<file path="config.mk">
export PLATFORM = sky130hd
export DESIGN_NAME = pvt_measure_sequencer
export DESIGN_NICKNAME = d
export VERILOG_FILES = /design/src/rtl/pvt_seq_pkg.sv /design/src/rtl/pvt_seq_accum.sv /design/src/rtl/pvt_measure_sequencer.sv
export SDC_FILE = /design/constraint.sdc
export NUM_CORES = 1
export LEC_CHECK = 0
export ABC_CLOCK_PERIOD_IN_PS = 7300
export CORE_UTILIZATION = 55
export CTS_BUF_LIST = sky130_fd_sc_hd__clkbuf_8
export CTS_CLUSTER_DIAMETER = 30
export DETAILED_ROUTE_END_ITERATION = 16
export PLACE_DENSITY = 0.93
export SYNTH_ARGS = -nofsm -noshare
export SYNTH_HDL_FRONTEND = slang
export SYNTH_SLANG_ARGS = --single-unit
</file>
<file path="constraint.sdc">
create_clock -name clk -period 7.3 [get_ports clk]
set_clock_uncertainty 0.2 [all_clocks]
set_input_delay 1.095 -clock clk [delete_from_list [all_inputs] [get_ports clk]]
set_output_delay 1.095 -clock clk [all_outputs]
set_load 0.05 [all_outputs]
</file>
<file path="src/rtl/pvt_seq_pkg.sv">
// Shared types and helpers for the PVT measurement sequencer.
package pvt_seq_pkg;

  typedef enum logic [2:0] {
    IDLE    = 3'd0,
    START   = 3'd1,
    GATE    = 3'd2,
    CAPTURE = 3'd3,
    OUTPUT  = 3'd4
  } pvt_seq_state_e;

  localparam int MAX_CNT_W = 64;

  function automatic int id_width(input int num_mon);
    return (num_mon > 1) ? $clog2(num_mon) : 1;
  endfunction

  // Difference modulo 2**width, so a counter that wrapped inside the window still gives the true delta.
  function automatic logic [MAX_CNT_W-1:0] cnt_delta(input logic [MAX_CNT_W-1:0] cur,
                                                     input logic [MAX_CNT_W-1:0] base,
                                                     input int width);
    logic [MAX_CNT_W-1:0] mask;
    mask = (width >= MAX_CNT_W) ? '1 : ((MAX_CNT_W'(1) << width) - MAX_CNT_W'(1));
    return (cur - base) & mask;
  endfunction

endpackage

</file>
<file path="src/rtl/pvt_seq_accum.sv">
// Per-monitor sample accumulator with averaging; min/max tracking when PVT_SEQ_MINMAX_EN is defined.
module pvt_seq_accum
  import pvt_seq_pkg::*;
#(
  parameter int CNT_WIDTH = 8,
  parameter int AVG_LOG2  = 2
) (
  input  logic                 clk,
  input  logic                 rst,
  input  logic                 clear,
  input  logic                 add,
  input  logic [CNT_WIDTH-1:0] delta,
  output logic                 done,
`ifdef PVT_SEQ_MINMAX_EN
  output logic [CNT_WIDTH-1:0] res_min,
  output logic [CNT_WIDTH-1:0] res_max,
`endif
  output logic [CNT_WIDTH-1:0] res_data
);

  localparam int ACC_W = CNT_WIDTH + AVG_LOG2;
  localparam int NS_W  = AVG_LOG2 + 1;
  localparam logic [NS_W-1:0] LAST_SAMPLE = NS_W'((1 << AVG_LOG2) - 1);

  logic [ACC_W-1:0]     acc_reg;
  logic [ACC_W-1:0]     acc_sum;
  logic [NS_W-1:0]      nsamp_reg;
  logic [CNT_WIDTH-1:0] res_data_reg;

  assign acc_sum  = acc_reg + ACC_W'(delta);
  // The final sample's delta is folded in directly so the result is ready on entry to OUTPUT.
  assign done     = add && (nsamp_reg == LAST_SAMPLE);
  assign res_data = res_data_reg;

  always_ff @(posedge clk) begin
    if (rst) begin
      acc_reg      <= '0;
      nsamp_reg    <= '0;
      res_data_reg <= '0;
    end else if (clear) begin
      acc_reg      <= '0;
      nsamp_reg    <= '0;
    end else if (add) begin
      acc_reg   <= acc_sum;
      nsamp_reg <= nsamp_reg + NS_W'(1);
      if (done) res_data_reg <= CNT_WIDTH'(acc_sum >> AVG_LOG2);
    end
  end

`ifdef PVT_SEQ_MINMAX_EN
  logic [CNT_WIDTH-1:0] min_reg, max_reg, min_new, max_new;
  logic [CNT_WIDTH-1:0] res_min_reg, res_max_reg;
  logic                 first;

  assign first   = (nsamp_reg == '0);
  assign min_new = (first || delta < min_reg) ? delta : min_reg;
  assign max_new = (first || delta > max_reg) ? delta : max_reg;
  assign res_min = res_min_reg;
  assign res_max = res_max_reg;

  always_ff @(posedge clk) begin
    if (rst) begin
      min_reg     <= '0;
      max_reg     <= '0;
      res_min_reg <= '0;
      res_max_reg <= '0;
    end else if (add) begin
      min_reg <= min_new;
      max_reg <= max_new;
      if (done) begin
        res_min_reg <= min_new;
        res_max_reg <= max_new;
      end
    end
  end
`endif

endmodule

</file>
<file path="src/rtl/pvt_measure_sequencer.sv">
// Round-robin / single-scan measurement sequencer for shared delay-chain monitors.
// Optional min/max outputs are enabled by defining PVT_SEQ_MINMAX_EN.
module pvt_measure_sequencer
  import pvt_seq_pkg::*;
#(
  parameter int NUM_MON     = 4,
  parameter int CNT_WIDTH   = 8,
  parameter int GATE_CYCLES = 200,
  parameter int AVG_LOG2    = 2
) (
  input  logic                          clk,
  input  logic                          rst,
  input  logic                          enable,
  input  logic                          trig,
  output logic [NUM_MON-1:0]            mon_start,
  input  logic [NUM_MON*CNT_WIDTH-1:0]  mon_cnt,
  output logic                          res_valid,
  input  logic                          res_ready,
  output logic [CNT_WIDTH-1:0]          res_data,
  output logic [id_width(NUM_MON)-1:0]  res_id,
`ifdef PVT_SEQ_MINMAX_EN
  output logic [CNT_WIDTH-1:0]          res_min,
  output logic [CNT_WIDTH-1:0]          res_max,
`endif
  output logic                          busy
);

  localparam int ID_W = id_width(NUM_MON);
  localparam int GC_W = $clog2(GATE_CYCLES);
  localparam logic [ID_W-1:0] LAST_SEL  = ID_W'(NUM_MON - 1);
  localparam logic [GC_W-1:0] LAST_GATE = GC_W'(GATE_CYCLES - 1);

  pvt_seq_state_e       state_reg, state_next;
  logic [ID_W-1:0]      sel_reg, sel_next;
  logic                 single_reg, single_next;
  logic [GC_W-1:0]      gate_cnt_reg;
  logic [CNT_WIDTH-1:0] base_reg, cur_cnt, delta;
  logic                 acc_clear, acc_add, acc_done;
  logic [NUM_MON-1:0]   mon_start_reg;
  logic                 res_valid_reg, busy_reg;
  logic [ID_W-1:0]      res_id_reg;
  logic [CNT_WIDTH-1:0] cnt_arr [NUM_MON];

  generate
    for (genvar gi = 0; gi < NUM_MON; gi++) begin : g_cnt
      assign cnt_arr[gi] = mon_cnt[gi*CNT_WIDTH +: CNT_WIDTH];
    end
  endgenerate

  assign cur_cnt = cnt_arr[sel_reg];
  assign delta   = CNT_WIDTH'(cnt_delta(MAX_CNT_W'(cur_cnt), MAX_CNT_W'(base_reg), CNT_WIDTH));

  always_comb begin
    state_next  = state_reg;
    sel_next    = sel_reg;
    single_next = single_reg;
    acc_clear   = 1'b0;
    acc_add     = 1'b0;
    case (state_reg)
      IDLE: begin
        sel_next  = '0;
        acc_clear = 1'b1;
        if (enable) begin
          state_next  = START;
          single_next = 1'b0;
        end else if (trig) begin
          state_next  = START;
          single_next = 1'b1;
        end
      end
      START:   state_next = GATE;
      GATE:    if (gate_cnt_reg == LAST_GATE) state_next = CAPTURE;
      CAPTURE: begin
        acc_add    = 1'b1;
        state_next = acc_done ? OUTPUT : START;
      end
      OUTPUT: begin
        if (res_ready) begin
          acc_clear = 1'b1;
          sel_next  = (sel_reg == LAST_SEL) ? '0 : sel_reg + ID_W'(1);
          if (single_reg) state_next = (sel_reg == LAST_SEL) ? IDLE : START;
          else            state_next = enable ? START : IDLE;
        end
      end
      default: state_next = IDLE;
    endcase
  end

  // Output registers are loaded from next-state so they line up with the state they describe.
  always_ff @(posedge clk) begin
    if (rst) begin
      state_reg     <= IDLE;
      sel_reg       <= '0;
      single_reg    <= 1'b0;
      gate_cnt_reg  <= '0;
      base_reg      <= '0;
      mon_start_reg <= '0;
      res_valid_reg <= 1'b0;
      res_id_reg    <= '0;
      busy_reg      <= 1'b0;
    end else begin
      state_reg    <= state_next;
      sel_reg      <= sel_next;
      single_reg   <= single_next;
      gate_cnt_reg <= (state_reg == GATE) ? gate_cnt_reg + GC_W'(1) : '0;
      if (state_reg == GATE && gate_cnt_reg == '0) base_reg <= cur_cnt;
      mon_start_reg <= (state_next == START) ? (NUM_MON'(1) << sel_next) : '0;
      res_valid_reg <= (state_next == OUTPUT);
      if (acc_done) res_id_reg <= sel_reg;
      busy_reg      <= (state_next != IDLE);
    end
  end

  pvt_seq_accum #(
    .CNT_WIDTH (CNT_WIDTH),
    .AVG_LOG2  (AVG_LOG2)
  ) u_accum (
    .clk      (clk),
    .rst      (rst),
    .clear    (acc_clear),
    .add      (acc_add),
    .delta    (delta),
    .done     (acc_done),
`ifdef PVT_SEQ_MINMAX_EN
    .res_min  (res_min),
    .res_max  (res_max),
`endif
    .res_data (res_data)
  );

  assign mon_start = mon_start_reg;
  assign res_valid = res_valid_reg;
  assign res_id    = res_id_reg;
  assign busy      = busy_reg;

endmodule

</file>
==> results.toml, run 1 <==
[setup_path]
r2r_start = "sel_reg[0]"
ff2ff_path_depth = 14
startpoint_type = "input port"
end_kind = "flop"
rr_endpoint = "u_accum.res_data[5]"
required_ps = 7340
criticalPathCategory = "input port to flop"
arrival_ps = 4850
path_max_fanout = 10
ff2ff_setup_slack_ps = 2800

[drt]
drtAntennaViolNets = 0
wire_per_inst_um = 16.0
firstDrtPassIters = 5
vias = 2792
wl_um = 7390
drt_iter0_markers = 185
drc = 0
viasPerCell = 6.03

[synthesis]
syn_area_sq_um = 3090
synthFlopType = "dfxtp_1"
synth_top_area_share_pct = 33.0
netlist_top_cells_area = "dfxtp_1 33%, ha_1 8.1%, mux4_2 5.8%"
synth_enable_flop_cells = 0
syn-instance-count = 351
ys_warn_count = 0
syn_area_per_cell_sq_um = 8.81
syn-num-nets = 410
synthArstFlopShare_pct = 0
yosys.area.top_type = "dfxtp_1"
synth_cell_types = 55
yosysSeqAreaShare_pct = 33.0
ys_seq_elements = 51

[finish]
layout-drive-gt1-share_pct = 5.60
fin_nets = 451
syn2layout_area_growth_pct = 18.6
largest_register_ffs = 10
final_cell_count_no_fill = 463
antenna_cells = 0
fin_area_sq_um = 3670

[floorplanning]
initial_utilization_pct = 58.7
rows = 26
io_pins = 53
dieWidth_um = 77.0
die-area_sq_um = 5930
core_sq_um = 5270
die_h_um = 77.0

[cts]
clk_latency_ps = 310
clock_sinks = 51
root_buffer = "clkbuf_8"
cts_tree = "done"
clk_pin_slew_ps = 100
numCtsBuffers = 5
h-tree-depth = 2
hold_buffers = 0
post_cts_buffers = 0
postCtsResizedCells = 0
clock_path_buffers = 2

[placement]
gp_congestion = 0.907
dp.cells = 455
dpl_cell_area_sq_um = 3580
io_buffer_count = 52
post-dp-hpwl_um = 5470

[timing]
setup_violations = 0
tns_ps = 0
hold_violations = 0
finalCritPeriodShare_pct = 65.9
fin_crit_ps = 4810
maxSlewViolCount = 0
slew_headroom_pct = 39.4
fmax_mhz = 208
tightest_slew_ps = 902
rsz0062_at_grt = "no"

[pwr]
intPower_mw = 0.437
clock_power_share_pct = 25.8
leakage_nw = 1.40
p_switching_mw = 0.224
netSwitchingFraction_pct = 33.9
vdd_drop_max_v = 0.000152
total_power_mw = 0.661
p_seq_share_pct = 45.3
power_frac_comb_pct = 29.0
p_per_area_nw_per_um2 = 180

[outcome]
outcome = "completed"

[grt]
grt_pass1_vias = 2668
grt_pass1_wl_um = 12400
grt-ovfl-total = 0
antenna_found_initial = 0
grt_max_degree = 30
gr-usage-all-layers_pct = 26.4

[min_path]
hp-class = "flop to flop"
whs_path_depth = 2
min_from = "u_accum.res_data[1]"
min_to = "u_accum.res_data[1]"

[job]
cap_violations = 0
[placed cells by master (no fill, tap or decap), types with 6 or more instances in the layout]
master           instances
dfxtp_1                 51
or3_1                    6
inv_1                   21
nor4_1                   6
nor2_1                  38
mux4_2                   8
xor2_1                   8
nand3_1                 23
a211oi_1                 9
nand4_1                  6
mux2i_1                 10
nand2_1                 27
clkdlybuf4s50_1         52
a21oi_1                 20
ha_1                    20
xnor2_1                  7
[critical path, stage by stage]
cell and delay [ps]:
clkdlybuf4s50_1 420, mux4_2 470, inv_1 70, ha_1 150, inv_1 50, fa_1 390, a21o_1 170, a21oi_1 260
nand3b_1 170, nand3_1 80, ha_1 400, a21oi_1 330, o21ai_0 250, a2111o_1 450, o211ai_1 100
[cells by family (layout without fill, tap and decap cells)]
kind of cell | after synthesis | after routing | synth area share [%]
and+or+nand+nor | 138 | 138 | 22.7
adders and majority gates | 22 | 22 | 9.39
xor gates and xnor gates | 15 | 15 | 4.25
AOI/OAI and AO/OA | 66 | 66 | 14.7
muxes | 18 | 18 | 9.06
buffers and inverters | 41 | 83 | 6.92
DFF | 51 | 51 | 33.0
[synth_stat cells (2+ instances only)]
library cell  count
a2111o_1          2
a211o_1           2
a211oi_1          9
a21o_1            5
a21oi_1          20
and3_1            2
buf_6             4
clkbuf_1         11
clkbuf_8          2
dfxtp_1          51
fa_1              2
ha_1             20
inv_1            21
mux2i_1          10
mux4_2            8
nand2_1          27
nand2b_1          2
nand3_1          23
nand3b_1          3
nand4_1           6
nor2_1           38
nor2b_1           4
nor3_1            5
nor4_1            6
nor4b_1           2
o2111ai_1         3
o211ai_1          4
o21a_1            2
o21ai_0           5
o21ai_1           3
o311ai_1          2
o31ai_1           3
or3_1             6
or4_1             3
or4b_1            2
xnor2_1           7
xor2_1            8
[power by group through the flow]
stage | registers, mW | clock network (mW) | logic, mW
2_1_floorplan | 0.309 | 0 | 0.133
3_3_place_gp | 0.304 | 0 | 0.179
3_5_place_dp | 0.305 | 0 | 0.187
4_1_cts | 0.299 | 0.175 | 0.189
5_1_grt | 0.301 | 0.186 | 0.209
6_report | 0.299 | 0.170 | 0.191
[routing by layer]
metal  part of all wire (%)  GRT usage (%)
met1                     42           32.1
met2                     51           46.3
met3                    3.9           4.40
met4                    3.0           10.4
met5                      0              0
[metrics by stage]
step	hold slack, ps	setup WS [ps]	utilization [%]
after floorplan	240	2870	-
after global placement	243	2360	67.9
after detailed placement	247	2280	67.9
after CTS	267	2550	69.6
after global routing	285	2290	69.6
final	262	2490	69.6
[final cells by class]
cell class	instances	area (sq um)
sequential	51	1020
inverter	22	82.6
fill	416	1600
clock buffer	5	68.8
tap	70	87.6
multi-input combinational	259	1860
clock inverter	3	23.8
timing repair buffer	53	528
[worst max path at each step]
stage                          endpoint  depth (start not counted)         from  slack (ps)
finish              u_accum.res_data[5]                         15  mon_cnt[16]        2490
global route        u_accum.res_data[5]                         15  mon_cnt[16]        2290
CTS                 u_accum.res_data[5]                         15  mon_cnt[16]        2550
detailed placement  u_accum.res_data[5]                         15  mon_cnt[16]        2280
global placement    u_accum.res_data[5]                         15  mon_cnt[16]        2360
floorplan           u_accum.res_data[5]                         15  mon_cnt[24]        2870
No activity file was read; power rests on OpenSTA's default activity.
==> inputs of run 2 (changes only) <==
- ABC_CLOCK_PERIOD_IN_PS: 7300 -> 4600
- clock period: 7.3 -> 4.6 ns (I/O delays scaled with it)
==> results.toml, run 2 (same netlist as run 1, synthesis figures left out) <==
[drt]
drt_iter0_markers = 169
wire_per_inst_um = 16.6
drc = 0
wl_um = 7760
vias = 2872
viasPerCell = 6.15
drtAntennaViolNets = 0
firstDrtPassIters = 5

[timing]
finalCritPeriodShare_pct = 92.6
setup_violations = 0
fin_crit_ps = 4260
tightest_slew_ps = 925
rsz0062_at_grt = "no"
fmax_mhz = 235
tns_ps = 0
hold_violations = 0
maxSlewViolCount = 0
slew_headroom_pct = 37.9

[finish]
largest_register_ffs = 10
antenna_cells = 0
final_cell_mix = "52 x clkdlybuf4s50_1, 51 x dfxtp_1, 38 x nor2_1, 27 x nand2_1, 23 x nand3_1"
fin_nets = 455
layout-drive-gt1-share_pct = 6.55
n_fill_cell = 379
layout_commonest_cell = "clkdlybuf4s50_1"
utilization_pct = 70.7
syn2layout_area_growth_pct = 20.4

[setup_path]
required_ps = 4630
path_max_fanout = 6
crit_start = "mon_cnt[16]"
end_kind = "flop"
cp.depth = 15
cpMaxStageDelayCell = "mux4_2"
criticalPathCategory = "input port to flop"
path_cells = "clkdlybuf4s50_1, mux4_2, inv_1, ha_1, inv_1, fa_1, a21o_1, a21oi_1, nand3b_1, nand3_1, ha_1, a21oi_1, o211ai_1, a2111o_1, o211ai_1"
crit_path_max_incr_delay_ps = 470
arrival_ps = 4290
cp_top_family = "compound AO/OA/AOI/OAI gates"
startpoint_type = "input port"
path_buf_inv = 3
ff2ff_path_depth = 12
r2r_start = "sel_reg[0]"

[min_path]
hp-class = "flop to flop"
min_from = "u_accum.res_data[1]"
whs_path_depth = 2

[grt]
grt_max_degree = 30
antenna_found_initial = 0
grt_pass1_vias = 2731
grt-ovfl-total = 0
gr-usage-all-layers_pct = 26.5
grt_pass1_wl_um = 12500

[placement]
gp_congestion = 0.938
post-dp-hpwl_um = 5760
io_buffer_count = 52

[cts]
h-tree-depth = 2
cts_tree = "done"
root_buffer = "clkbuf_8"
numCtsBuffers = 5
postCtsResizedCells = 0
clock_sinks = 51
post_cts_buffers = 0
clk_latency_ps = 300
hold_buffers = 0
clock_path_buffers = 2
clk_pin_slew_ps = 90

[floorplanning]
die_h_um = 77.0
io_pins = 53
die-area_sq_um = 5930
initial_utilization_pct = 58.7
dieWidth_um = 77.0
core_sq_um = 5270
rows = 26

[pwr]
p_per_area_nw_per_um2 = 297
vdd_drop_max_v = 0.000207
leakage_nw = 1.44

[job]
cap_violations = 0

[outcome]
outcome = "completed"
-- run 2: cell count changes in the layout (fill, tap and decap cells not counted), sizes merged --
cell / previous run / this run
buf: 1 / 5
bufinv: 0 / 1
clkbuf: 5 / 6
clkinv: 1 / 2
clkinvlp: 2 / 0
inv: 22 / 21
-- run 2: tightest hold or removal path, delay by kind of cell (launching register included) --
kind            cells  cell delay [ps]
compound gates      1               50
flops               1              320
simple gates        1               50
-- run 2: final timing paths --
kind / endpoint / slack (ps)
setup / recovery: u_accum.res_data[5] / 340
hold / removal: u_accum.res_data[1] / 270
setup reg to reg: u_accum.res_data[5] / 540
hold reg to reg: u_accum.res_data[1] / 270
-- run 2: cell type report --
cell class | instances | area, sq um | share of cell area (%)
Multi-Input combinational cell | 259 | 1860 | 49.9
Sequential cell | 51 | 1020 | 27.4
Clock inverter | 2 | 35.0 | 0.941
Tap cell | 70 | 87.6 | 2.35
Timing Repair Buffer | 57 | 558 | 15.0
Clock buffer | 6 | 82.6 | 2.22
Inverter | 22 | 82.6 | 2.22
-- run 2: stage by stage --
stage / instances / hold slack, ps / total power [mW] / worst slack (ps) / cell area [sq um]
after global placement: 459 / 243 / 0.772 / 173 / 3610
after global routing: 467 / 293 / 1.16 / 143 / 3720
after detailed placement: 459 / 256 / 0.785 / 69.1 / 3610
after CTS: 467 / 269 / 1.10 / 368 / 3720
after floorplan: 351 / 240 / 0.703 / 576 / 3090
final: 467 / 265 / 1.11 / 341 / 3720
-- run 2: power by group --
part,internal [mW],switching (mW)
registers,0.459,0.0157
logic,0.131,0.178
clock network,0.176,0.146
-- run 2: metal layers --
metal | routed length (um) | global-route usage [%]
met1 | 3050 | 30.6
met2 | 3960 | 46.6
met3 | 374 | 3.57
met4 | 369 | 15.7
met5 | 0 | 0
==> inputs of run 3 (changes only) <==
- GPL_ROUTABILITY_DRIVEN: unset -> 0
==> results.toml, run 3 (same netlist as run 1, synthesis figures left out) <==
[drt]
met1_length_um = 3050
viasPerCell = 6.08
met3_length_um = 422
maxUsedRoutingLayer = "met4"
drtAntennaViolNets = 0
wl_met2_um = 3900
wl_um = 7550
vias = 2841
drc = 0
drt_iter0_markers = 243
wire_per_inst_um = 16.2
firstDrtPassIters = 5

[finish]
fin_nets = 455
layout_commonest_cell = "clkdlybuf4s50_1"
final_cell_count_no_fill = 467
multiInputGateArea_sq_um = 1860
final_cell_mix = "52 x clkdlybuf4s50_1, 51 x dfxtp_1, 38 x nor2_1, 27 x nand2_1, 23 x nand3_1"
largest_register_ffs = 10
layout-drive-gt1-share_pct = 6.55
antenna_cells = 0
n_fill_cell = 410
syn2layout_area_growth_pct = 19.6
regArea_sq_um = 1020
utilization_pct = 70.2

[pwr]
intPower_mw = 0.700
netSwitchingFraction_pct = 34.0
leakage_nw = 1.43
vdd_drop_max_v = 0.000230
p_seq_share_pct = 44.9
p_switching_mw = 0.361
p_per_area_nw_per_um2 = 287
clock_power_share_pct = 25.9
power_frac_comb_pct = 29.2

[timing]
setup_violations = 0
final.setup.worst_slack_ps = 318
tightest_slew_ps = 846
hold_violations = 0
fmax_mhz = 234
fin_crit_ps = 4280
rsz0062_at_grt = "no"
tns_ps = 0
slew_headroom_pct = 43.2
finalCritPeriodShare_pct = 93.1
maxSlewViolCount = 0
timing.hold.ws_ps = 265

[grt]
grt_pass1_wl_um = 12700
antenna_found_initial = 0
grt_max_degree = 30
grt_pass1_vias = 2838
grt-ovfl-total = 0
gr-usage-all-layers_pct = 26.7

[setup_path]
path_max_fanout = 6
r2r_start = "sel_reg[0]"
crit_path_max_incr_delay_ps = 480
startpoint_type = "input port"
criticalPathCategory = "input port to flop"
rr_endpoint = "u_accum.res_data[5]"
crit_start = "mon_cnt[16]"
required_ps = 4650
ff2ff_path_depth = 14
ff2ff_setup_slack_ps = 540
end_kind = "flop"
path_cells = "clkdlybuf4s50_1, mux4_2, inv_1, ha_1, inv_1, fa_1, a21o_1, a21oi_1, nand3b_1, nand3_1, ha_1, a21oi_1, o211ai_1, a2111o_1, o211ai_1"
setup.worst_path.end = "u_accum.res_data[5]"
cpMaxStageDelayCell = "mux4_2"
arrival_ps = 4330

[job]
cap_violations = 0

[cts]
postCtsResizedCells = 0
cts_tree = "done"
clk_latency_ps = 320
numCtsBuffers = 5
post_cts_buffers = 0
h-tree-depth = 2
clock_sinks = 51
clk_pin_slew_ps = 100
hold_buffers = 0
root_buffer = "clkbuf_8"
clock_path_buffers = 2

[floorplanning]
dieWidth_um = 77.0
rows = 26
die_h_um = 77.0
io_pins = 53
initial_utilization_pct = 58.7
die-area_sq_um = 5930
core_sq_um = 5270

[outcome]
outcome = "completed"

[min_path]
hp-class = "flop to flop"

[placement]
io_buffer_count = 52
post-dp-hpwl_um = 5620
dp_slack_ps = 10.6
dp.cells = 459
## run 3: changes by cell type in the layout (fill, tap and decap cells not counted)
cell / previous run / this run
bufinv_16: 1 / 0
clkinv_4: 0 / 1
inv_6: 0 / 1
clkbuf_8: 6 / 5
## run 3: cell type report
cell class              instances  share of cell area (%)
multi-input cells             259                    50.2
flip-flops and latches         51                    27.6
repair buffers                 57                    15.1
well taps                      70                    2.37
inverters                      22                    2.23
clock buffers                   5                    1.86
clock inverters                 3                   0.609
## run 3: how the worst min path moves through the flow
| stage | startpoint | end | slack [ps] | depth (start not counted) |
|---|---|---|---|---|
| final | u_accum.res_data[1] | u_accum.res_data[1] | 260 | 2 |
| after floorplan | u_accum.nsamp_reg[1] | u_accum.nsamp_reg[1] | 240 | 2 |
| after detailed placement | res_id[1] | res_id[1] | 250 | 2 |
| after global placement | u_accum.res_data[2] | u_accum.res_data[2] | 240 | 2 |
| after CTS | res_id[1] | res_id[1] | 260 | 2 |
| after global routing | res_id[0] | res_id[0] | 290 | 2 |
## run 3: per-layer routing
layer  up-vias  GRT usage [%]
met2       105           46.8
met5         -              0
met1      1350           30.2
li1       1364              -
met3        22           6.67
met4         0           13.0
## run 3: through the flow
stage	instance area [sq um]	power (mW)
2_1_floorplan	3090	0.703
3_3_place_gp	3610	0.773
3_5_place_dp	3610	0.786
4_1_cts	3700	1.05
5_1_grt	3700	1.11
6_report	3700	1.06
## run 3: worst max-delay path: cells and delay by family
family	cells	cell delay, ps
compound gates	6	1490
fa+ha+maj	3	910
buf+inv	3	550
mux	1	480
simple gates	2	230
## run 3: power by group through the flow
stage / clock network [mW] / logic [mW] / registers [mW]
final: 0.275 / 0.310 / 0.476
after global placement: 0 / 0.289 / 0.483
after detailed placement: 0 / 0.302 / 0.485
after global routing: 0.293 / 0.337 / 0.479
after floorplan: 0 / 0.212 / 0.491
after CTS: 0.273 / 0.305 / 0.475
